File: src/rtl/calc_control_unit.sv
// rtl/calc_control_unit.sv - Moore sequencer for the calculator datapath.
// Optional DONE_HOLD_EN: hold the done state while go stays high.
module calc_control_unit (
  input  logic       clk,
  input  logic       rst,
  input  logic       go,
  input  logic [1:0] op,
  output logic [1:0] s1,
  output logic [1:0] WA,
  output logic       WE,
  output logic [1:0] RAA,
  output logic       REA,
  output logic [1:0] RAB,
  output logic       REB,
  output logic [1:0] C,
  output logic       s2,
  output logic [3:0] CS,
  output logic       done
);

  typedef enum logic [3:0] {
    S0 = 4'd0, S1 = 4'd1, S2 = 4'd2, S3 = 4'd3, S4 = 4'd4,
    S5 = 4'd5, S6 = 4'd6, S7 = 4'd7, S8 = 4'd8
  } state_t;

  state_t      state;
  state_t      state_next;
  logic [14:0] ctrl;

  always_ff @(posedge clk or posedge rst) begin
    if (rst) state <= S0;
    else     state <= state_next;
  end

  // ctrl packs {s1,WA,WE,RAA,REA,RAB,REB,C,s2,done}
  always_comb begin
    state_next = S0;
    ctrl       = '0;
    case (state)
      S0: state_next = go ? S1 : S0;
      S1: begin state_next = S2; ctrl = 15'b110110000000000; end
      S2: begin state_next = S3; ctrl = 15'b101010000000000; end
      S3: begin
        ctrl = 15'b000000111010000;
        case (op)
          2'b11:   state_next = S4;
          2'b10:   state_next = S5;
          2'b01:   state_next = S6;
          default: state_next = S7;
        endcase
      end
      S4: begin state_next = S8; ctrl = 15'b001110000001100; end
      S5: begin state_next = S8; ctrl = 15'b001110000001000; end
      // S7 (op=00) deliberately drives the same ALU code as S6
      S6: begin state_next = S8; ctrl = 15'b001110000000100; end
      S7: begin state_next = S8; ctrl = 15'b001110000000100; end
      S8: begin
`ifdef DONE_HOLD_EN
        state_next = go ? S8 : S0;
`else
        state_next = S0;
`endif
        ctrl = 15'b000000000000011;
      end
      default: begin state_next = S0; ctrl = '0; end
    endcase
  end

  assign {s1, WA, WE, RAA, REA, RAB, REB, C, s2, done} = ctrl;
  assign CS = state;

endmodule

File: config.mk
export PLATFORM = sky130hd
export DESIGN_NAME = calc_control_unit
export DESIGN_NICKNAME = d
export VERILOG_FILES = /design/src/rtl/calc_control_unit.sv
export SDC_FILE = /design/constraint.sdc
export NUM_CORES = 1
export LEC_CHECK = 0
export CAP_MARGIN = 25
export CORE_AREA = 2 2 39 41
export DETAILED_ROUTE_END_ITERATION = 12
export DIE_AREA = 0 0 41 43
export PLACE_DENSITY = 0.59
export SLEW_MARGIN = 20
export SYNTH_ARGS = -nofsm -noshare
export SYNTH_HDL_FRONTEND = slang
export SYNTH_SLANG_ARGS = --single-unit
File: constraint.sdc
create_clock -name clk -period 1.51 [get_ports clk]
set_input_delay 0.3775 -clock clk [delete_from_list [all_inputs] [get_ports clk]]
set_output_delay 0.3775 -clock clk [all_outputs]
set_load 0.1 [all_outputs]
==> Yosys cells after proc, flatten, opt, wreduce, memory -nomap -nowiden <==
Cells that the tools add are included.
{ "totals": {"register_bits": 4, "in_bits": 5, "output_inout_bits": 19} }
{ "classes": {"n_eq_ne": 11, "muxes": 4, "reduce_logical": 3} }
{ "op_table": {"columns": ["operator", "n"], "rows": [
  ["$pmux 15 s7", 1],
  ["$pmux 4 s5", 1],
  ["$eq 4x3->1 const B", 4],
  ["$eq 4x2->1 const B", 2],
  ["$pmux 2 s3", 1],
  ["$eq 2x2->1 const B", 2],
  ["$eq 4x1->1 const B", 1],
  ["$eq 4x4->1 const B", 1],
  ["$logic_not 4->1", 1],
  ["$reduce_or 4->1", 1],
  ["$eq 2x1->1 const B", 1],
  ["$reduce_or 2->1", 1],
  ["$mux 1", 1]
]} }

==> Depth between registers and ports, before layout <==
Gate-level depths: netlist (run 1).
{ "depth": {"depth_word": 3, "mapped_depth": 4, "ltp_nobuf": 2} }

==> Worst setup path before layout (run 1) <==
No wires, ideal clock.
{ "synth_path": {"kind": "register to output", "from": "register state[1] (netlist: CS[1])", "to": "output RAA[0]", "slack_ps": -2926, "path_stages_with_launch": 5, "arrival_time_ps": 4058, "cell_sequence": "dfrtp_1 buf_4 nand2_1 nor3_1 buf_4"} }
{ "synth_between": {"elab_chain_cells": 3, "word_cells_on_any_way": 10} }
{ "synth_lines": {"columns": ["element", "line", "rtl"], "rows": [
  ["start, declared", "26", "state_t state;"],
  ["start signal, assigned", "32", "else state <= state_next;"],
  ["$eq 4x3->1", "39", "case (state)"],
  ["$reduce_or 2->1 (no source line)", null, null],
  ["$pmux 15 s7 (*)", "39", null],
  ["end, declared", "11", "output logic [1:0] RAA,"]
]} }
Mark *: on every way between the ends. The rest lies on a longest branch, timed or not.

==> Worst setup path in the final report (run 1) <==
{ "layout_path": {"from": "register state[2] (netlist: CS[2])", "to": "output C[0]"} }
{ "layout_between": {"elab_chain_cells": 3, "word_cells_on_any_way": 10} }
{ "layout_lines": {"columns": ["element", "line", "rtl"], "rows": [
  ["$eq 4x3->1", "39", null],
  ["$reduce_or 2->1 (no source line)", null, null],
  ["$pmux 15 s7 (*)", "39", null],
  ["end, declared", "15", "output logic [1:0] C,"]
]} }
Marks and branches as above.

==> impl_metrics.tcl, run 1 <==
set metrics [dict create \
    synth-edff-count 0 \
    grt_pass1_wl_um 1730 \
    drt-met1-wl_um 436 \
    critical-path-slowest-cell "sky130_fd_sc_hd__dfrtp_4" \
    fin_skew_ns 0.0104 \
    topRoutingLayerUsed "met3" \
    vias 377 \
    cpPeakStageDelay_ns 0.51 \
    portBuffers 21 \
    grt_start_max_net_pins 11 \
    total_wire_length_um 1050 \
    first_iter_violations 5 \
    synth_commonest_cells "sky130_fd_sc_hd__buf_4 (7), sky130_fd_sc_hd__nor3_1 (5), sky130_fd_sc_hd__dfrtp_1 (4)" \
    finalMaxSlewViolations 0 \
    chipHeight_um 43 \
    die_w_um 41 \
    timing.critical_path.from_type "register" \
    drc 0 \
    timing.critical_path.fanout_max 5 \
    netlist.top_cell.by_area "sky130_fd_sc_hd__dfrtp_1" \
    syn_inst 37 \
    max_freq_mhz 572 \
    setup_repair_after_global_routing_missed_its_margin "yes" \
    most_used_flip_flop_cell_after_synthesis "sky130_fd_sc_hd__dfrtp_1" \
    max-clock-path-buffers 2 \
    worstHoldPathType "primary input to async pin" \
    final-hold-violation-count 0 \
    global_route.overflow_total 0 \
    status "complete, but fails checks" \
    timing.critical_path.required_ns 1.13 \
    layout-area-overhead-vs-synth_pct 221 \
    ctsHtreeMaxLevel 1 \
    met3_length_um 53 \
    setup_crit_end_kind "primary output" \
    cts.root.buffer_cell "sky130_fd_sc_hd__clkbuf_4" \
    worst_setup_hold_path_clk_slew_ns 0.05 \
    largest_reg_flops 4 \
    routability_congestion_estimate_from_global_placement 0.763 \
    worstPathCellList "buf_6 -> and2b_1 -> and2_4 -> buf_12" \
    cts_tree "yes" \
    drive_gt1_share_pct 80.6 \
    max_cap_violations 0 \
    postLayoutSetupSlackWorst_ns -0.239 \
    n_antenna_cell 0 \
    final_min_period_over_clock_period_pct 116 \
    synthArstFlopShare_pct 100 \
    detailed_place_hpwl_um 754 \
    cp_data_arrival_time_ns 1.37 \
    failed_checks "setup timing" \
    fraction_of_the_yosys_area_taken_by_sequential_cells_pct 32.9 \
    fin_nets 79 \
    fp.dieArea_um2 1760 \
    grt_antenna_before_repair 0 \
    syn_area_um2 304 \
    area_share_of_the_leading_cell_type_in_the_synthesized_netlist_pct 32.9 \
    floorplan.rows 14 \
    worstSkewPairLatency_ns 0.24 \
    finalSetupViolations 14 \
    synth_most_common_cell "sky130_fd_sc_hd__buf_4" \
    postSynthAreaPerCell_um2 8.22 \
    boundary_pin_count 24 \
    first_global_vias 389 \
    grt_use_total_pct 15.3 \
    yosysWarningCount 0 \
    path_class "register to primary output" \
    finalCriticalPeriod_ns 1.75 \
    drt_first_pass_iters 3 \
    ys_types 18 \
    cts_buffer_count 3 \
    core_region_area_um2 1380 \
    top_area_cells_in_the_synthesized_netlist "sky130_fd_sc_hd__dfrtp_1 (33%), sky130_fd_sc_hd__buf_4 (17%), sky130_fd_sc_hd__nor3_1 (8.2%)" \
    floorplan.initialDensity_pct 22.0 \
    final.setup.tns_ns -2.80 \
    dr_wl_met2_um 556 \
    detail_route.wl_per_cell_um 11.9 \
    ffs_latches_synth 4 \
    clock-sinks 4 \
    final_antenna_net_count 0 \
    drt-vias-per-instance 4.28 \
]
==> routing by layer <==
metal,track usage (%),up-vias
met5,0,-
met4,10.0,0
met3,6.28,0
met2,22.5,13
met1,17.0,176
li1,-,188
==> cell families (layout without fill, tap and decap cells) <==
kind of cell / count (synthesis) / after routing / share of synthesized area, %
xor gates and xnor gates: 1 / 1 / 2.88
DFF: 4 / 4 / 32.9
other: 1 / 2 / 1.23
and+or+nand+nor: 15 / 15 / 30.0
buffers and inverters: 11 / 45 / 23.0
AOI/OAI and AO/OA: 5 / 5 / 9.88
==> layout make-up <==
| type | count | area, um^2 |
|---|---|---|
| Sequential cell | 4 | 115 |
| Inverter | 2 | 11.3 |
| Timing Repair Buffer | 40 | 562 |
| Tap cell | 16 | 20.0 |
| Fill cell | 92 | 407 |
| Clock buffer | 3 | 22.5 |
| Multi-Input combinational cell | 23 | 246 |
==> worst max-delay path, delay by kind of cell, from the launching register on <==
kind	cells	cell delay, ns
flops	1	0.51
buf+inv	2	0.30
simple gates	2	0.31
==> worst paths after layout <==
check / start / end / slack (ns) / depth (start not counted)
worst min-delay path: rst / CS[2] / 0.32 / 2
worst max-delay path: CS[2] / C[0] / -0.24 / 4
worst min register to register: CS[3] / CS[0] / 0.63 / 1
min in group clk: CS[3] / CS[0] / 0.63 / 1
worst max register to register: CS[0] / CS[1] / 0.31 / 4
max in group asynchronous: rst / CS[0] / 0.99 / 2
==> per-stage QoR <==
stage                     instances  setup slack (ns)  area (um^2)  hold WS (ns)  util (%)
after floorplan                  38            -0.978          487         0.144         -
after global placement           81           -0.0609          883         0.576      63.8
after detailed placement         81           -0.0820          883         0.589      63.8
after CTS                        86            -0.246          947         0.321      68.4
after global routing             88            -0.284          977         0.340      70.6
final                            88            -0.239          977         0.324      70.6
==> cell usage in the layout (no fill, tap or decap), drive strengths merged <==
cell type | synthesis | layout
clkinvlp | 0 | 1
clkbuf | 0 | 3
dfrtp | 4 | 4
nor2 | 1 | 1
xnor2 | 1 | 1
clkdlybuf4s50 | 0 | 4
nor4 | 1 | 1
conb | 1 | 2
inv | 2 | 1
and2b | 1 | 1
a21oi | 3 | 3
and3 | 2 | 2
o21bai | 1 | 1
and2 | 1 | 1
nand2 | 1 | 1
a211oi | 1 | 1
nand2b | 3 | 3
buf | 9 | 36
nor3 | 5 | 5
==> repair_timing <==
action	4_1_cts	5_1_grt
setup endpoints to repair	14	15
setup buffers	2	2
gates resized for setup	6	4
gates cloned	0	0
pin swaps	1	2
hold buffers	0	0
Power of run 1 is left out: the tool's default activity adds up to more than one toggle a clock period on the data nets, which glitch-free logic cannot reach.
==> run 2, diff against run 1 <==
--- a/config.mk
+++ b/config.mk
@@ -10,6 +10,7 @@
 export DETAILED_ROUTE_END_ITERATION = 12
 export DIE_AREA = 0 0 41 43
 export PLACE_DENSITY = 0.59
+export RECOVER_POWER = 100
 export SLEW_MARGIN = 20
 export SYNTH_ARGS = -nofsm -noshare
 export SYNTH_HDL_FRONTEND = slang
==> run 2 against run 1 <==
The flow still finishes with violations (setup timing). Global-route usage did not move. Count of clock-buffer cells in the layout did not move. Wire length rose by 0.38%. Flip-flop and latch count did not move. Hold slack improved by 0.14 ns. Register-to-register slack got worse by 0.05 ns. Setup slack improved by 0.00095 ns. Fmax barely moved. First-iteration DRC count did not move. Utilization fell by 0.54 points. Design area fell by 0.77%. Die area did not move. Critical path type unchanged. Largest cell class unchanged.
==> impl_metrics.tcl, run 2 (synthesized netlist as in run 1, its figures left out) <==
set metrics [dict create \
    status "complete, but fails checks" \
    failed_checks "setup timing" \
    worstHoldPathType "primary input to async pin" \
    detailed_place_hpwl_um 754 \
    drive_gt1_share_pct 79.2 \
    ctsHtreeMaxLevel 1 \
    layout-area-overhead-vs-synth_pct 219 \
    finalSetupViolations 14 \
    cp_data_arrival_time_ns 1.37 \
    cts.root.buffer_cell "sky130_fd_sc_hd__clkbuf_4" \
    gr-usage-met3_pct 6.28 \
    grt_pass1_wl_um 1730 \
    die_w_um 41 \
    timing.critical_path.fanout_max 5 \
    grt_antenna_before_repair 0 \
    grt_start_max_net_pins 11 \
    final-hold-violation-count 0 \
    chipHeight_um 43 \
    cts_hold_repair.buffers 0 \
    grt_use_met1_pct 17.0 \
    layout_commonest_cell "sky130_fd_sc_hd__buf_12" \
    setup_repair_after_global_routing_missed_its_margin "yes" \
    timing.critical_path.from_type "register" \
    total_wire_length_um 1050 \
    vias 379 \
    boundary_pin_count 24 \
    drt_first_pass_iters 3 \
    layout_common_cells "sky130_fd_sc_hd__buf_12 (18), sky130_fd_sc_hd__buf_4 (11), sky130_fd_sc_hd__buf_6 (6)" \
    first_iter_violations 5 \
    fp.dieArea_um2 1760 \
    core_region_area_um2 1380 \
    portBuffers 21 \
    finalCriticalPeriod_ns 1.75 \
    fin_skew_ns 0.0104 \
    path_class "register to primary output" \
    clock-sinks 4 \
    floorplan.rows 14 \
    worst_setup_hold_path_clk_slew_ns 0.05 \
    final_min_period_over_clock_period_pct 116 \
    detail_route.wl_per_cell_um 11.9 \
    first_global_vias 389 \
    drt-vias-per-instance 4.31 \
    worstSetupStartpoint "CS[2]" \
    timing.critical_path.required_ns 1.13 \
    top_usage_layer "met2" \
    postLayoutSetupSlackWorst_ns -0.238 \
    cts_buffer_count 3 \
    drc 0 \
    max_cap_violations 0 \
    timing.rr.start "CS[0]" \
    setup_crit_end_kind "primary output" \
    cts_tree "yes" \
    global_route.overflow_total 0 \
    final.setup.tns_ns -2.91 \
    worstSkewPairLatency_ns 0.24 \
    global_route.usage.met2_pct 22.5 \
    max_freq_mhz 572 \
    fin_nets 79 \
    routability_congestion_estimate_from_global_placement 0.763 \
    reg2reg_setup_slack_ns 0.26 \
    max-clock-path-buffers 2 \
    grt_use_total_pct 15.3 \
    floorplan.initialDensity_pct 22.0 \
    n_antenna_cell 0 \
    largest_reg_flops 4 \
    finalMaxSlewViolations 0 \
    final_antenna_net_count 0 \
]
-- run 2: per-stage QoR --
stage	std cells	hold WS [ns]	util (%)	worst slack, ns	area, um^2
global route	88	0.476	70.1	-0.284	970
finish	88	0.460	70.1	-0.238	970
global placement	81	0.576	63.8	-0.0609	883
CTS	86	0.321	68.4	-0.246	947
detailed placement	81	0.589	63.8	-0.0820	883
floorplan	38	0.144	-	-0.978	487
-- run 2: layout make-up --
cell class              count  area (um^2)
repair buffers             40          554
fillers                    92          414
multi-input cells          23          246
flip-flops and latches      4          115
clock buffers               3         22.5
well taps                  16         20.0
inverters                   2         11.3
-- run 2: worst max-delay path, stage by stage (launching register included) --
cell and delay [ns]:
sky130_fd_sc_hd__dfrtp_4 0.51, sky130_fd_sc_hd__buf_6 0.14, sky130_fd_sc_hd__and2b_1 0.16, sky130_fd_sc_hd__and2_4 0.15
sky130_fd_sc_hd__buf_12 0.16
-- run 2: final timing paths --
path	to	cells after the start
setup / recovery	C[0]	4
hold / removal	CS[2]	2
setup reg to reg	CS[1]	4
hold reg to reg	CS[0]	1
max in group asynchronous	CS[0]	2
min in group clk	CS[0]	1
-- run 2: routing by layer --
metal	vias to the layer above	share of wire, %
li1	186	-
met3	0	5.0
met4	0	0
met2	13	53
met1	180	42
met5	-	0
-- run 2: repair_timing --
item,CTS,global route
buffers inserted,2,2
gates resized for setup,6,4
pin swaps,1,2
setup endpoints to repair,14,15
Power of run 2 is left out for the same reason.
